**src/rtl/if_fetch_queue.sv**
```systemverilog
// Instruction-fetch front end: owns the PC and pipelines requests on an SRAM-like bus.
// Returned instructions are PC-tagged and buffered in a queue that feeds decode.
module if_fetch_queue #(
  parameter logic [31:0] RESET_PC        = 32'hBFC0_0000,
  parameter int unsigned DEPTH           = 4,
  parameter int unsigned MAX_OUTSTANDING = 2
) (
  input  logic        clk,
  input  logic        rst_n,
  input  logic        flush_i,
  input  logic [31:0] flush_pc_i,
  input  logic        branch_en_i,
  input  logic [31:0] branch_pc_i,
  output logic        inst_req_o,
  output logic [31:0] inst_addr_o,
  input  logic        inst_addr_ok_i,
  input  logic        inst_data_ok_i,
  input  logic [31:0] inst_rdata_i,
  output logic        out_valid_o,
  input  logic        out_ready_i,
  output logic [31:0] out_pc_o,
  output logic [31:0] out_inst_o,
  output logic        out_adel_o
);

  localparam int unsigned QW = (DEPTH > 1) ? $clog2(DEPTH) : 1;
  localparam int unsigned CW = $clog2(DEPTH + 1);
  localparam int unsigned OW = $clog2(MAX_OUTSTANDING + 1);
  localparam int unsigned TW = (MAX_OUTSTANDING > 1) ? $clog2(MAX_OUTSTANDING) : 1;
  localparam int unsigned SW = ((CW > OW) ? CW : OW) + 1;

  logic [31:0]   pc;
  logic          halted;
  logic [CW-1:0] count;
  logic [OW-1:0] outstanding;
  logic [OW-1:0] discard;
  logic [QW-1:0] head;
  logic [QW-1:0] tail;
  logic [TW-1:0] tag_rd;
  logic [TW-1:0] tag_wr;

  logic [31:0] q_pc   [DEPTH];
  logic [31:0] q_inst [DEPTH];
  logic        q_adel [DEPTH];
  logic [31:0] tag_pc [MAX_OUTSTANDING];

  logic          redirect;
  logic [31:0]   target;
  logic [SW-1:0] reserved;
  logic          handshake;
  logic          resp;
  logic          resp_keep;
  logic          adel_push;
  logic          push;
  logic          pop;
  logic [31:0]   push_pc;
  logic [31:0]   push_inst;
  logic [OW-1:0] outstanding_nxt;

  function automatic logic [TW-1:0] tag_next(input logic [TW-1:0] p);
    return (p == TW'(MAX_OUTSTANDING - 1)) ? '0 : p + TW'(1);
  endfunction

  // Issue/accept decisions; every live request holds a queue slot so the queue never overflows.
  always_comb begin
    redirect        = flush_i | branch_en_i;
    target          = flush_i ? flush_pc_i : branch_pc_i;
    reserved        = SW'(count) + SW'(outstanding) - SW'(discard);
    inst_req_o      = rst_n & !redirect & !halted & (pc[1:0] == 2'b00)
                    & (outstanding < OW'(MAX_OUTSTANDING)) & (reserved < SW'(DEPTH));
    handshake       = inst_req_o & inst_addr_ok_i;
    resp            = inst_data_ok_i & (outstanding != '0);
    resp_keep       = resp & (discard == '0) & !redirect;
    adel_push       = !redirect & !halted & (pc[1:0] != 2'b00)
                    & (outstanding == discard) & (count < CW'(DEPTH));
    push            = resp_keep | adel_push;
    pop             = out_valid_o & out_ready_i;
    push_pc         = adel_push ? pc : tag_pc[tag_rd];
    push_inst       = adel_push ? '0 : inst_rdata_i;
    outstanding_nxt = outstanding + OW'(handshake) - OW'(resp);
  end

  assign inst_addr_o = pc;
  assign out_valid_o = (count != '0);
  assign out_pc_o    = out_valid_o ? q_pc[head]   : '0;
  assign out_inst_o  = out_valid_o ? q_inst[head] : '0;
  assign out_adel_o  = out_valid_o & q_adel[head];

  // Control state: PC, pointers, counters.
  always_ff @(posedge clk or negedge rst_n) begin
    if (!rst_n) begin
      pc          <= RESET_PC;
      halted      <= 1'b0;
      count       <= '0;
      outstanding <= '0;
      discard     <= '0;
      head        <= '0;
      tail        <= '0;
      tag_rd      <= '0;
      tag_wr      <= '0;
    end else begin
      outstanding <= outstanding_nxt;
      if (handshake) tag_wr <= tag_next(tag_wr);
      if (resp)      tag_rd <= tag_next(tag_rd);
      if (redirect) begin
        pc      <= target;
        halted  <= 1'b0;
        count   <= '0;
        head    <= '0;
        tail    <= '0;
        discard <= outstanding - OW'(resp);
      end else begin
        if (handshake) pc <= pc + 32'd4;
        if (adel_push) halted <= 1'b1;
        if (resp && (discard != '0)) discard <= discard - OW'(1);
        if (push) tail <= tail + QW'(1);
        if (pop)  head <= head + QW'(1);
        if (push && !pop)      count <= count + CW'(1);
        else if (pop && !push) count <= count - CW'(1);
      end
    end
  end

  // Payload storage; contents are only observed through valid pointers.
  always_ff @(posedge clk) begin
    if (handshake) tag_pc[tag_wr] <= pc;
    if (push) begin
      q_pc[tail]   <= push_pc;
      q_inst[tail] <= push_inst;
      q_adel[tail] <= adel_push;
    end
  end

endmodule

```
**config.mk**
```make
export PLATFORM = sky130hd
export DESIGN_NAME = if_fetch_queue
export DESIGN_NICKNAME = d
export VERILOG_FILES = /design/src/rtl/if_fetch_queue.sv
export SDC_FILE = /design/constraint.sdc
export NUM_CORES = 1
export LEC_CHECK = 0
export CAP_MARGIN = 20
export CORE_ASPECT_RATIO = 0.5
export CORE_MARGIN = 2
export CORE_UTILIZATION = 45
export DETAILED_ROUTE_END_ITERATION = 10
export PLACE_DENSITY_LB_ADDON = 0.25
export SLEW_MARGIN = 20
export SYNTH_ARGS = -nofsm -noshare
export SYNTH_HDL_FRONTEND = slang
export SYNTH_SLANG_ARGS = --single-unit
```
**constraint.sdc**
```tcl
create_clock -name clk -period 8.9 [get_ports clk]
set_clock_uncertainty 0.05 [all_clocks]
set_input_delay 1.78 -clock clk [delete_from_list [all_inputs] [get_ports clk]]
set_output_delay 1.78 -clock clk [all_outputs]
set_load 0.01 [all_outputs]
```
==> metrics.log <==
[metrics] outcome: complete, no violations
[metrics] number of buffers on the longest clock path: 3
[metrics] total number of vias: 9465
[metrics] area of the die: 0.0372 mm2
[metrics] via count of the first global-routing pass: 9809
[metrics] path type of the worst min-delay path: flop to flop
[metrics] sequential share of power: 45.8%
[metrics] sum of routed wire length over all layers: 37.0 mm
[metrics] ratio of routed vias to standard cells: 5.56
[metrics] post-detailed-route count of antenna-violating nets: 0
[metrics] Worst Reg-to-Reg Cells: 9
[metrics] Post-CTS Hold Fix Bufs: 0
[metrics] fraction of the cycle the final worst path needs: 63.2%
[metrics] arrival time reported for the critical path endpoint: 3790 ps
[metrics] DRC marker count from the first detailed-route iteration: 800
[metrics] net switching component of the power: 1.38 mW
[metrics] number of filler instances in the final layout: 2699
[metrics] synthesis warning total: 0
[metrics] final layout net count: 1322
[metrics] hold wc startpoint: tag_wr$_DFFE_PN0P_
[metrics] Slew Limit Headroom: 25.3%
[metrics] cell area reported after detailed placement: 0.0185 mm2
[metrics] GR met1 Demand/Resource: 25.5%
[metrics] Commonest cells post-synth: sky130_fd_sc_hd__edfxtp_1 (324), sky130_fd_sc_hd__and2_1 (73), sky130_fd_sc_hd__nand2_1 (71)
[metrics] Max-Cap Viols: 0
[metrics] number of I/O pins: 202
[metrics] share of final-layout standard cells stronger than drive strength 1: 13.4%
[metrics] clock network fraction of design power: 30.2%
[metrics] width of the die: 271 um
[metrics] main area contributors after synthesis: sky130_fd_sc_hd__edfxtp_1 (61%), sky130_fd_sc_hd__mux4_2 (9.3%), sky130_fd_sc_hd__dfrtp_1 (5.8%), sky130_fd_sc_hd__and2_1 (2.9%), sky130_fd_sc_hd__mux2i_1 (2.6%)
[metrics] biggest cell delay along the critical path: 800 ps
[metrics] Leakage: 6.41 nW
[metrics] slack of the worst reg-to-reg path: 4940 ps
[metrics] average size of a mapped cell: 15.8 um2
[metrics] number of setup buffers added after CTS: 0
[metrics] total routing resource utilization after global routing: 19.9%
[metrics] gate count of the mapped netlist: 1013
[metrics] Clk Tree Root Cell: sky130_fd_sc_hd__clkbuf_16
[metrics] placeable core region: 0.0348 mm2
[metrics] maximum fanout along the worst path: 19
[metrics] library cell with the highest instance count after synthesis: sky130_fd_sc_hd__edfxtp_1
[metrics] number of slew-limit violations in the final report: 0
[metrics] first-pass GRT wire length: 56.0 mm
[metrics] global-route congestion overflow total: 0
[metrics] type of element capturing the critical path: primary output
[metrics] TritonCTS clock tree: built
[metrics] cell count of the worst hold path: 1
[metrics] Syn Nets: 1130
[metrics] Clk pin slew, worst setup/hold paths: 60 ps
[metrics] number of antenna violations at the first check in global routing: 1
[metrics] worst slack at placement: 3270 ps
[metrics] share of Yosys cell area claimed by the top area cell type: 60.7%
[metrics] final RePlAce weighted congestion: 0.829
[metrics] met2 track demand over resource: 35.4%
[metrics] area grow syn2layout: 22.5%
[metrics] number of buffers inserted during clock tree synthesis: 36
[metrics] Resize count post-CTS: 0
[metrics] initial core utilization: 46.1%
[metrics] busiest metal layer after global routing: met2
[metrics] final worst path period need: 5620 ps
[metrics] Inserted Diodes: 0
[metrics] worst-case setup margin in the final layout: 3280 ps
[metrics] Sw Ratio: 28.4%
[metrics] Finished Layout Cells: 1703
[metrics] CP most frequent cell: sky130_fd_sc_hd__inv_1
[metrics] sequential element share of the synthesized area: 68.0%
[metrics] die span in y: 137 um
[metrics] critical-path cell with the highest stage delay: sky130_fd_sc_hd__a211oi_4
[metrics] clock latency on the worst-skew pair: 540 ps
[metrics] Buffers on Ports: 201
[metrics] Netlist Area Pre-Place: 0.0160 mm2
[metrics] Final Hold Fails: 0
[metrics] CP Launch Type: flop
[metrics] total number of clock tree sinks: 370
[metrics] DRC errors left: 0
[metrics] H-tree depth: 2
[metrics] required time reported for the critical path endpoint: 7070 ps
[metrics] end point of the worst hold path: tag_wr$_DFFE_PN0P_
[metrics] Cell Int Power: 3.47 mW
[metrics] reg-to-reg critical path endpoint: tag_pc[1][30]$_DFFE_PP_
[metrics] actual transition at the worst max-transition pin: 1120 ps
[metrics] Synth Flop Type: sky130_fd_sc_hd__edfxtp_1
[metrics] final core utilization: 56.4%
[metrics] largest net degree at the start of global routing: 97
[metrics] fraction of registers with async set/reset: 12.4%
[metrics] kind of critical path: flop to primary output
[metrics] global routing met3 resource utilization: 3.15%
[metrics] portion of total power attributed to combinational logic: 24.1%
[metrics] Power Dens Cells: 247 mW/mm2
[metrics] Seq cells post-synth: 370
[metrics] final design area excluding fillers: 0.0196 mm2
[metrics] cell type with the largest total area after synthesis: sky130_fd_sc_hd__edfxtp_1
[metrics] standard-cell row count: 48
[metrics] number of flops mapped to enable cells by yosys: 324
[metrics] detailed-routing iteration count for the pre-antenna-repair pass: 5
[metrics] unique cell type count in the Yosys netlist: 63
[metrics] number of instances in the placed design: 1641
[metrics] post-DR wirelength/cell: 21.8 um
[metrics] Max rail drop VDD: 0.182 mV
[metrics] Overall Power: 4.85 mW
[metrics] launching point of the worst reg2reg path: outstanding[1]$_DFF_PN0_
[metrics] sequence of cells on the critical path: inv_1 > fa_1 > inv_1 > ha_1 > and4b_1 > a211oi_4 > nor3_1 > clkdlybuf4s50_1
[metrics] highest attainable clock frequency: 0.178 GHz
[metrics] Detail Placement HPWL: 21.9 mm
[metrics] minimum hold slack: 498 ps
[metrics] final number of setup-violating endpoints: 0
[metrics] Fin Setup TNS: 0 ps
[metrics] RSZ-0062 raised after global routing: no
==> cells by family (layout without fill, tap and decap cells) <==
| group | count (synthesis) | after routing | share of synthesized area [%] |
|---|---|---|---|
| XOR/XNOR | 25 | 25 | 1.37 |
| AND/OR/NAND/NOR | 309 | 309 | 11.2 |
| flip-flops | 370 | 370 | 68.0 |
| adder cells (fa/ha/maj) | 14 | 14 | 1.19 |
| AO/OA/AOI/OAI | 109 | 109 | 4.33 |
| multiplexers | 109 | 109 | 12.0 |
| buffers and inverters | 77 | 292 | 2.01 |
==> worst max-delay path by stage <==
stage,start,endpoint,depth (start not counted)
after floorplan,flush_i,q_adel[0]$_DFFE_PP_,5
after global placement,rst_n,inst_req_o,6
after detailed placement,rst_n,inst_req_o,6
after CTS,rst_n,inst_req_o,6
after global routing,rst_n,inst_req_o,6
final,outstanding[1]$_DFF_PN0_,inst_req_o,8
==> power groups by stage <==
stage | registers (mW) | logic, mW | clock network (mW)
2_1_floorplan | 2.17 | 0.750 | 0
3_3_place_gp | 2.25 | 1.15 | 0
3_5_place_dp | 2.26 | 1.18 | 0
4_1_cts | 2.22 | 1.18 | 1.49
5_1_grt | 2.23 | 1.27 | 1.56
6_report | 2.22 | 1.17 | 1.46
==> sequential cells by signal, summed over array words and instances, names as in the netlist <==
| signal | cells |
|---|---|
| count | 3 |
| discard | 2 |
| halted | 1 |
| head | 2 |
| inst_addr_o | 32 |
| outstanding | 2 |
| q_adel | 4 |
| q_inst | 128 |
| q_pc | 128 |
| tag_pc | 64 |
| tag_rd | 1 |
| tag_wr | 1 |
| tail | 2 |
==> worst max-delay path: cells and delay by family (launching register included) <==
kind,cells,cell delay [ps]
AOI/OAI and AO/OA,1,800
DFF,1,520
adders and majority gates,2,810
buffers and inverters,3,700
and+or+nand+nor,2,440
==> area by class of cell <==
cell class	count	area, um2	area share (%)
inverter	18	67.6	0.344
tap	475	594	3.03
clock inverter	14	131	0.669
timing repair buffer	213	2120	10.8
multi-input combinational	566	4840	24.7
clock buffer	47	973	4.96
sequential	370	10900	55.5
==> metal layers <==
| layer | up-vias | part of all wire, % | wire length (um) |
|---|---|---|---|
| met5 | - | 0 | 0 |
| met4 | 0 | 2.4 | 906 |
| met3 | 65 | 5.5 | 2050 |
| met2 | 289 | 51 | 18800 |
| met1 | 4835 | 41 | 15300 |
| li1 | 4276 | - | - |
==> layout by cell type (no fill, tap or decap), drive strengths merged, types with 3 or more instances in the layout <==
cell / synthesis / layout
a211oi: 14 / 14
a21oi: 22 / 22
a2bb2oi: 3 / 3
and2: 74 / 74
and3: 13 / 13
and4: 7 / 7
buf: 23 / 14
clkbuf: 36 / 47
clkdlybuf4s50: 0 / 199
clkinv: 1 / 10
dfrtp: 37 / 37
dfstp: 9 / 9
edfxtp: 324 / 324
ha: 12 / 12
inv: 17 / 18
mux2i: 41 / 41
mux4: 66 / 66
nand2: 71 / 71
nand3: 8 / 8
nand4: 12 / 12
nor2: 26 / 26
nor2b: 42 / 42
nor3: 21 / 21
nor4: 11 / 11
nor4b: 3 / 3
o21ai: 48 / 48
o221ai: 4 / 4
o22ai: 4 / 4
or3: 11 / 11
xnor2: 23 / 23
(Power assumes the default switching activity.)
